File: src/rtl/uart_pkg.sv
// Shared definitions for the UART transmit scheduler: FSM state encoding,
// idle line level and a small index-width helper.
package uart_pkg;

  localparam logic [2:0] ST_IDLE   = 3'd0;
  localparam logic [2:0] ST_START  = 3'd1;
  localparam logic [2:0] ST_DATA   = 3'd2;
  localparam logic [2:0] ST_PARITY = 3'd3;
  localparam logic [2:0] ST_STOP   = 3'd4;

  localparam logic UART_IDLE_LEVEL = 1'b1;

  typedef enum logic [2:0] {
    S_IDLE   = ST_IDLE,
    S_START  = ST_START,
    S_DATA   = ST_DATA,
    S_PARITY = ST_PARITY,
    S_STOP   = ST_STOP
  } tx_state_t;

  // Bits needed to index n items, never less than one.
  function automatic int idx_width(input int n);
    return (n > 1) ? $clog2(n) : 1;
  endfunction

endpackage

File: src/rtl/uart_tx_scheduler_if.sv
// Requester-side handshake bundle of the UART transmit scheduler:
// per-requester request/data in, one-hot grant and frame status out.
interface uart_tx_scheduler_if #(
  parameter int NUM_REQ = 2,
  parameter int DATA_W  = 8
);

  logic [NUM_REQ-1:0]        req;
  logic [NUM_REQ*DATA_W-1:0] req_data;
  logic [NUM_REQ-1:0]        gnt;
  logic                      busy;
  logic                      done;

  modport master (
    output req,
    output req_data,
    input  gnt,
    input  busy,
    input  done
  );

  modport slave (
    input  req,
    input  req_data,
    output gnt,
    output busy,
    output done
  );

endinterface

File: src/rtl/rr_arbiter.sv
// Combinational round-robin arbiter: picks the first set request at or above
// rr_ptr (wrapping) and returns it both one-hot and as an index.
module rr_arbiter
  import uart_pkg::*;
#(
  parameter int NUM_REQ = 2,
  parameter int IDX_W   = idx_width(NUM_REQ)
) (
  input  logic [NUM_REQ-1:0] req,
  input  logic [IDX_W-1:0]   rr_ptr,
  output logic [NUM_REQ-1:0] gnt,
  output logic [IDX_W-1:0]   winner,
  output logic               any
);

  logic [NUM_REQ-1:0] rot;
  int                 w;

  always_comb begin
    // Rotate so rr_ptr lands at bit 0; the lowest set bit is then the winner.
    rot    = NUM_REQ'({req, req} >> rr_ptr);
    any    = 1'b0;
    w      = 0;
    winner = '0;
    for (int k = NUM_REQ - 1; k >= 0; k--) begin
      if (rot[k]) begin
        any = 1'b1;
        w   = int'(rr_ptr) + k;
      end
    end
    if (w >= NUM_REQ) w = w - NUM_REQ;
    winner = IDX_W'(w);
    gnt    = '0;
    for (int j = 0; j < NUM_REQ; j++) begin
      gnt[j] = any && (winner == IDX_W'(j));
    end
  end

endmodule

File: src/rtl/uart_tx_scheduler.sv
// Round-robin UART transmit scheduler: grants one requester per frame, phase-aligns the
// external baud generator and frames bits on baud_clk falling edges. Optional even parity: UART_TX_PARITY_EN.
module uart_tx_scheduler
  import uart_pkg::*;
#(
  parameter int NUM_REQ   = 2,
  parameter int DATA_W    = 8,
  parameter int STOP_BITS = 1
) (
  input  logic               Clock,
  input  logic               reset,
  uart_tx_scheduler_if.slave bus,
  input  logic               baud_clk,
  output logic               baud_rst,
  output logic               tx
);

  localparam int IDX_W = idx_width(NUM_REQ);
  localparam int CNT_W = idx_width(DATA_W);

  tx_state_t          state;
  logic [IDX_W-1:0]   rr_ptr;
  logic [IDX_W-1:0]   next_ptr;
  logic               baud_clk_q;
  logic               baud_rst_q;
  logic [CNT_W-1:0]   bit_cnt;
  logic               stop_cnt;
  logic [DATA_W-1:0]  shift;
  logic [DATA_W-1:0]  shift_nxt;
  logic [DATA_W-1:0]  sel_data;
  logic [NUM_REQ-1:0] arb_gnt;
  logic [IDX_W-1:0]   arb_winner;
  logic               arb_any;
  logic               fall;
  logic               last_bit;
  logic               last_stop;

  rr_arbiter #(
    .NUM_REQ (NUM_REQ),
    .IDX_W   (IDX_W)
  ) u_arb (
    .req    (bus.req),
    .rr_ptr (rr_ptr),
    .gnt    (arb_gnt),
    .winner (arb_winner),
    .any    (arb_any)
  );

  always_comb begin
    sel_data = '0;
    for (int i = 0; i < NUM_REQ; i++) begin
      if (arb_gnt[i]) sel_data = bus.req_data[i*DATA_W +: DATA_W];
    end
  end

  // A fall seen while the generator is being reset (or just after) is stale phase.
  assign fall      = baud_clk_q & ~baud_clk & ~(baud_rst | baud_rst_q);
  assign last_bit  = (bit_cnt == CNT_W'(DATA_W - 1));
  assign last_stop = (stop_cnt == 1'(STOP_BITS - 1));
  assign shift_nxt = shift >> 1;
  assign next_ptr  = (arb_winner == IDX_W'(NUM_REQ - 1)) ? '0 : arb_winner + IDX_W'(1);

  always_ff @(posedge Clock) begin
    if (state == S_IDLE && arb_any) shift <= sel_data;
    else if (state == S_DATA && fall) shift <= shift_nxt;
  end

`ifdef UART_TX_PARITY_EN
  logic parity;
  always_ff @(posedge Clock) begin
    if (state == S_IDLE && arb_any) parity <= ^sel_data;
  end
`endif

  always_ff @(posedge Clock) begin
    if (reset) begin
      state      <= S_IDLE;
      rr_ptr     <= '0;
      baud_clk_q <= 1'b0;
      baud_rst_q <= 1'b0;
      baud_rst   <= 1'b0;
      bit_cnt    <= '0;
      stop_cnt   <= 1'b0;
      tx         <= UART_IDLE_LEVEL;
      bus.gnt    <= '0;
      bus.busy   <= 1'b0;
      bus.done   <= 1'b0;
    end else begin
      bus.gnt    <= '0;
      bus.done   <= 1'b0;
      baud_rst   <= 1'b0;
      baud_rst_q <= baud_rst;
      baud_clk_q <= baud_rst ? 1'b0 : baud_clk;
      case (state)
        S_IDLE: begin
          tx <= UART_IDLE_LEVEL;
          if (arb_any) begin
            bus.gnt  <= arb_gnt;
            bus.busy <= 1'b1;
            baud_rst <= 1'b1;
            rr_ptr   <= next_ptr;
            state    <= S_START;
          end
        end
        S_START: begin
          // Line drops one cycle after the generator reset lands, matching the
          // one-cycle fall-detect lag so the start bit is a full baud period.
          tx <= baud_rst ? UART_IDLE_LEVEL : ~UART_IDLE_LEVEL;
          if (fall) begin
            state   <= S_DATA;
            bit_cnt <= '0;
            tx      <= shift[0];
          end
        end
        S_DATA: begin
          if (fall) begin
            if (last_bit) begin
`ifdef UART_TX_PARITY_EN
              state <= S_PARITY;
              tx    <= parity;
`else
              state    <= S_STOP;
              stop_cnt <= 1'b0;
              tx       <= UART_IDLE_LEVEL;
`endif
            end else begin
              bit_cnt <= bit_cnt + CNT_W'(1);
              tx      <= shift_nxt[0];
            end
          end
        end
`ifdef UART_TX_PARITY_EN
        S_PARITY: begin
          if (fall) begin
            state    <= S_STOP;
            stop_cnt <= 1'b0;
            tx       <= UART_IDLE_LEVEL;
          end
        end
`endif
        S_STOP: begin
          tx <= UART_IDLE_LEVEL;
          if (fall) begin
            if (last_stop) begin
              bus.done <= 1'b1;
              bus.busy <= 1'b0;
              state    <= S_IDLE;
            end else begin
              stop_cnt <= stop_cnt + 1'b1;
            end
          end
        end
        default: begin
          state <= S_IDLE;
          tx    <= UART_IDLE_LEVEL;
        end
      endcase
    end
  end

endmodule

File: src/flat_wrapper.sv
// flat-port wrapper written by rule: the top's interface ports become plain ports
module uart_tx_scheduler_flat import uart_pkg::*;
#(
  parameter int NUM_REQ   = 2,
  parameter int DATA_W    = 8,
  parameter int STOP_BITS = 1
)
  (Clock, reset, baud_clk, baud_rst, tx, bus_req, bus_req_data, bus_gnt, bus_busy, bus_done);
  uart_tx_scheduler_if #(.NUM_REQ(NUM_REQ), .DATA_W(DATA_W)) bus_i ();
  input  logic Clock;
  input  logic reset;
  input  logic baud_clk;
  output logic baud_rst;
  output logic tx;
  input wire logic [$bits(bus_i.req)-1:0] bus_req;
  input wire logic [$bits(bus_i.req_data)-1:0] bus_req_data;
  output wire logic [$bits(bus_i.gnt)-1:0] bus_gnt;
  output wire logic [$bits(bus_i.busy)-1:0] bus_busy;
  output wire logic [$bits(bus_i.done)-1:0] bus_done;
  assign bus_i.req = bus_req;
  assign bus_i.req_data = bus_req_data;
  assign bus_gnt = bus_i.gnt;
  assign bus_busy = bus_i.busy;
  assign bus_done = bus_i.done;
  uart_tx_scheduler #(.NUM_REQ(NUM_REQ), .DATA_W(DATA_W), .STOP_BITS(STOP_BITS)) u_core (.Clock(Clock), .reset(reset), .bus(bus_i), .baud_clk(baud_clk), .baud_rst(baud_rst), .tx(tx));
endmodule
File: config.mk
export PLATFORM = sky130hd
export DESIGN_NAME = uart_tx_scheduler_flat
export DESIGN_NICKNAME = d
export VERILOG_FILES = /design/src/rtl/uart_pkg.sv /design/src/rtl/uart_tx_scheduler_if.sv /design/src/rtl/rr_arbiter.sv /design/src/rtl/uart_tx_scheduler.sv /design/src/flat_wrapper.sv
export SDC_FILE = /design/constraint.sdc
export NUM_CORES = 1
export LEC_CHECK = 0
export ABC_CLOCK_PERIOD_IN_PS = 2900
export BUFFER_PORTS_ARGS = -buffer_cell sky130_fd_sc_hd__buf_2
export CORE_MARGIN = 5
export CORE_UTILIZATION = 55
export CTS_BUF_LIST = sky130_fd_sc_hd__clkbuf_16
export CTS_CLUSTER_SIZE = 14
export DETAILED_ROUTE_END_ITERATION = 7
export PLACE_DENSITY = 0.94
export RECOVER_POWER = 100
export REMOVE_ABC_BUFFERS = 1
export SYNTH_ARGS = -nofsm -noshare
export SYNTH_HDL_FRONTEND = slang
export SYNTH_HIERARCHICAL = 1
export SYNTH_SLANG_ARGS = --single-unit
File: constraint.sdc
create_clock -name Clock -period 2.9 [get_ports Clock]
set_input_delay 0.29 -clock Clock [delete_from_list [all_inputs] [get_ports Clock]]
set_output_delay 0.29 -clock Clock [all_outputs]
set_load 0.02 [all_outputs]
==> results.txt <==
The average wire per standard cell came out at around 14 microns. The final-report setup violation count came out at 0. The library cell used most frequently in the layout, excluding fill and tap cells, is sky130_fd_sc_hd__buf_2. The standard-cell row count is 16.

IR analysis of the VDD net gives a maximum drop of 0.000440 V. After detailed routing, the number of vias per cell comes to 5.64. The area enclosed by the die boundary came out at 3040 sq um. Entering global routing, the biggest net connects 15 pins. The global routing met1 resource utilization is 0.214.

The die width came out at 55.1 microns. The maximum fanout along the worst path came out at 10. The number of antenna violations at the first check in global routing came out at 0.

Setup repair after global routing left no endpoint under its margin. After legalization and detailed placement, the total HPWL measured 1610 microns. The worst reg-to-reg path cell count is 2. The share of total power dissipated in the clock network is 0.379. The number of buffers inserted during clock tree synthesis is 3. The setup fix buffers added after clock tree synthesis is 0. The kind of critical path is flip-flop to flip-flop. Of the total power, the share spent switching nets is 0.226.

The met3 layer usage reported by global route came out at 0.0402. After clock tree synthesis, the clock-pin slew on the worst setup and hold paths is 60 ps. Of the available clock period, the critical path in the final layout requires 0.794. For this configuration, the core starts out at a cell density of 0.577. The number of DRC violations after detailed-routing iteration 0 is 35.

The endpoint identified for the worst register-to-register timing path is u_core/shift[4]. The total number of clock tree sinks came out at 23. The first-pass GRT wire length is 3650 microns. After detailed routing, the total wire length is 2180 microns.

The fraction of layout instances using a drive strength above 1 is 0.189. The number of global-route vias before repair came out at 874. The internal power component is between 0.5 and 0.6 mW.

The synthesized design contains 23 register bits. The sequential area share after synthesis came out at 0.483. Clock skew on the completed layout was measured at 1.03 ps. The first-pass iteration count of the detailed router came out at 4. STA classifies the critical path startpoint as a flip-flop. The quantity of hold-fixing buffers added after cts is 0.

The setup TNS is 0 ps. Compared with the post-synthesis result, the final layout area differs by 16.0%. The netlist area before placement is 1120 sq um.

The number of fill cells is approximately 160. The count of maximum capacitance violations came out at 0. The global route total overflow is 0. Based on the critical path, the design can be clocked at up to 0.434 GHz. The worst endpoint data arrival time is 2230 ps. The slew at the pin closest to its max-slew limit came out at 1410 ps.

The number of gates resized after CTS came out at 0. The global routing usage summed across all routing layers came out at 0.167. The total number of yosys warnings came out at 6.

The number of antenna-violating nets in the routed design came out at 0. The startpoint identified for the worst hold timing path is baud_clk. The clock passes through at most 2 buffers.

The setup slack of the most critical reg-to-reg path came out at 600 ps. The worst slew slack as a fraction of its limit is 0.0499. The global routing stage identified its most utilized layer as met2. The total placed cells including tap cells is between 150 and 200.

The switching power came out at 0.172 mW. The final net count came out at 156. The number of different library cells used by synthesis comes to 38. The static leakage came out at 0.506 nW. The power per cell area is 586 nW/um^2.

The deepest level of the CTS H-tree came out at 1. The worst hold path belongs to the class primary input to flip-flop. The total count of max-transition violations in the final report came out at 0. The share of total power dissipated in combinational logic is 0.126. The part of the total power dissipated in sequential elements came out at 0.496. The total count of hold-check failures in the final report came out at 0.

The met2 usage in global routing is 0.268. The DRC violation count after routing came out at 0. The final non-filler cell total came out at 159.

The flow ran to the end, and the final reports show no timing, DRC or antenna violations. A synthesized cell averages 10.3 sq um. The buffer cell driving the clock tree root is sky130_fd_sc_hd__clkbuf_16. The element type at the critical path end is a flip-flop. In this run the count of I/O pins placed on the die edge is 27.

The worst min-delay path endpoint is u_core/baud_clk_q. TritonCTS built the clock tree. Detailed routing inserted a total of between 800 and 900 vias. The startpoint of the worst-slack reg-to-reg timing path is u_core/state[0]. At the end of routability-driven placement, the weighted congestion stood at 0.762. Measured along the y axis, the die boundary spans 55.1 microns.

The clock period minus final worst setup slack came out at 2300 ps. The worst endpoint required time is roughly 2800 ps. The number of instances in the synthesized netlist is roughly 110. The number of diodes came out at 0. The top cell types in the final layout, fill and taps aside, are 20 x sky130_fd_sc_hd__buf_2, 15 x sky130_fd_sc_hd__dfxtp_1, 12 x sky130_fd_sc_hd__nor2_1, 8 x sky130_fd_sc_hd__a21oi_1, 8 x sky130_fd_sc_hd__edfxtp_1. The number of port buffers is 26. The core box area came out at 1940 sq um. The insertion delay of the later-clocked pin in the worst-skew pair came out at 250 ps.

The cell depth of the worst min-delay path came out at 2.
-- registers in the layout (all words and copies together), names as in the netlist --
signal / cells
u_core/baud_rst: 1
u_core/tx: 1
u_core/bit_cnt: 3
u_core/bus.busy: 1
u_core/baud_rst_q: 1
u_core/shift: 8
u_core/bus.gnt: 2
u_core/baud_clk_q: 1
u_core/rr_ptr: 1
u_core/bus.done: 1
u_core/state: 3
-- cell type report --
class	instances	area (sq um)	area share
Inverter	2	7.51	0.00578
Sequential cell	23	541	0.416
Clock inverter	1	3.75	0.00289
Timing Repair Buffer	27	130	0.100
Multi-Input combinational cell	76	508	0.391
Clock buffer	3	75.1	0.0578
Tap cell	27	33.8	0.0260
-- critical path, cell delays in order, from the launching register on --
cell and delay (ps):
sky130_fd_sc_hd__dfxtp_1 400, sky130_fd_sc_hd__nor4b_1 1200, sky130_fd_sc_hd__a21o_1 370
-- worst max path at each step --
stage / from / endpoint / slack (ps) / cells after the start
6_report: u_core/state[0] / u_core/shift[4] / 600 / 2
5_1_grt: u_core/state[0] / u_core/shift[3] / 450 / 2
4_1_cts: u_core/rr_ptr / u_core/shift[6] / 1100 / 5
3_5_place_dp: bus_req[1] / u_core/shift[6] / 1100 / 5
3_3_place_gp: u_core/state[1] / u_core/shift[3] / 1180 / 2
2_1_floorplan: u_core/state[0] / u_core/shift[0] / 1250 / 2
-- cells in the mapped netlist --
| cell | number | area, sq um |
|---|---|---|
| sky130_fd_sc_hd__a22oi_1 | 7 | 52.6 |
| sky130_fd_sc_hd__nand2_1 | 1 | 3.75 |
| sky130_fd_sc_hd__o31ai_1 | 2 | 15.0 |
| sky130_fd_sc_hd__or3b_1 | 1 | 8.76 |
| sky130_fd_sc_hd__buf_4 | 3 | 22.5 |
| sky130_fd_sc_hd__a21oi_1 | 8 | 40.0 |
| sky130_fd_sc_hd__mux2i_1 | 1 | 10.0 |
| sky130_fd_sc_hd__nor2b_1 | 3 | 18.8 |
| sky130_fd_sc_hd__nand4b_1 | 1 | 8.76 |
| sky130_fd_sc_hd__and2_1 | 2 | 12.5 |
| sky130_fd_sc_hd__o2bb2ai_1 | 2 | 17.5 |
| sky130_fd_sc_hd__nor2_1 | 12 | 45.0 |
| sky130_fd_sc_hd__ha_1 | 2 | 25.0 |
| sky130_fd_sc_hd__nor4_1 | 3 | 18.8 |
| sky130_fd_sc_hd__nor4b_2 | 1 | 15.0 |
| sky130_fd_sc_hd__nor3b_1 | 3 | 22.5 |
| sky130_fd_sc_hd__buf_2 | 2 | 10.0 |
| sky130_fd_sc_hd__nor4b_4 | 1 | 23.8 |
| sky130_fd_sc_hd__a21boi_1 | 3 | 22.5 |
| sky130_fd_sc_hd__or4b_1 | 1 | 10.0 |
| sky130_fd_sc_hd__and3_1 | 1 | 6.26 |
| sky130_fd_sc_hd__o21a_1 | 2 | 15.0 |
| sky130_fd_sc_hd__clkbuf_1 | 3 | 11.3 |
| sky130_fd_sc_hd__and2b_1 | 1 | 7.51 |
| sky130_fd_sc_hd__or2_1 | 1 | 6.26 |
| sky130_fd_sc_hd__nor4bb_1 | 1 | 10.0 |
| sky130_fd_sc_hd__o21ai_1 | 1 | 5.00 |
| sky130_fd_sc_hd__nand4_1 | 1 | 6.26 |
| sky130_fd_sc_hd__o21bai_1 | 1 | 7.51 |
| sky130_fd_sc_hd__dfxtp_1 | 15 | 300 |
| sky130_fd_sc_hd__a211oi_1 | 2 | 15.0 |
| sky130_fd_sc_hd__a211oi_2 | 1 | 12.5 |
| sky130_fd_sc_hd__nand3b_1 | 2 | 15.0 |
| sky130_fd_sc_hd__edfxtp_1 | 8 | 240 |
| sky130_fd_sc_hd__a21o_1 | 1 | 7.51 |
| sky130_fd_sc_hd__nand2b_1 | 5 | 31.3 |
| sky130_fd_sc_hd__inv_1 | 2 | 7.51 |
| sky130_fd_sc_hd__a31oi_1 | 2 | 12.5 |
-- routing by layer --
metal / up-vias / wire length (microns)
met3: 2 / 130
met4: 0 / 15
li1: 452 / -
met2: 28 / 1050
met5: - / 0
met1: 415 / 989
-- metrics by stage --
stage	power (mW)	utilization	setup WS, ps	area [sq um]	hold WS (ps)
2_1_floorplan	0.445	-	1250	1080	359
3_3_place_gp	0.479	0.642	1180	1250	467
3_5_place_dp	0.483	0.642	1100	1250	477
4_1_cts	0.772	0.683	1100	1330	341
5_1_grt	0.797	0.669	452	1300	361
6_report	0.760	0.669	596	1300	343
-- cell families (layout without fill, tap and decap cells) --
family / Yosys count / after routing / synth area share
simple gates: 41 / 41 / 0.241
compound gates: 32 / 32 / 0.199
flops: 23 / 23 / 0.483
buf+inv: 10 / 33 / 0.0458
fa+ha+maj: 2 / 2 / 0.0223
mux: 1 / 1 / 0.00894
-- power groups by stage --
stage          clock network (mW)  registers, mW  logic (mW)
2_1_floorplan                   0          0.387      0.0581
4_1_cts                     0.295          0.377      0.0995
3_3_place_gp                    0          0.383      0.0959
5_1_grt                     0.311          0.379       0.107
6_report                    0.288          0.377      0.0956
3_5_place_dp                    0          0.384      0.0987
Power figures use the tool's default switching activity.
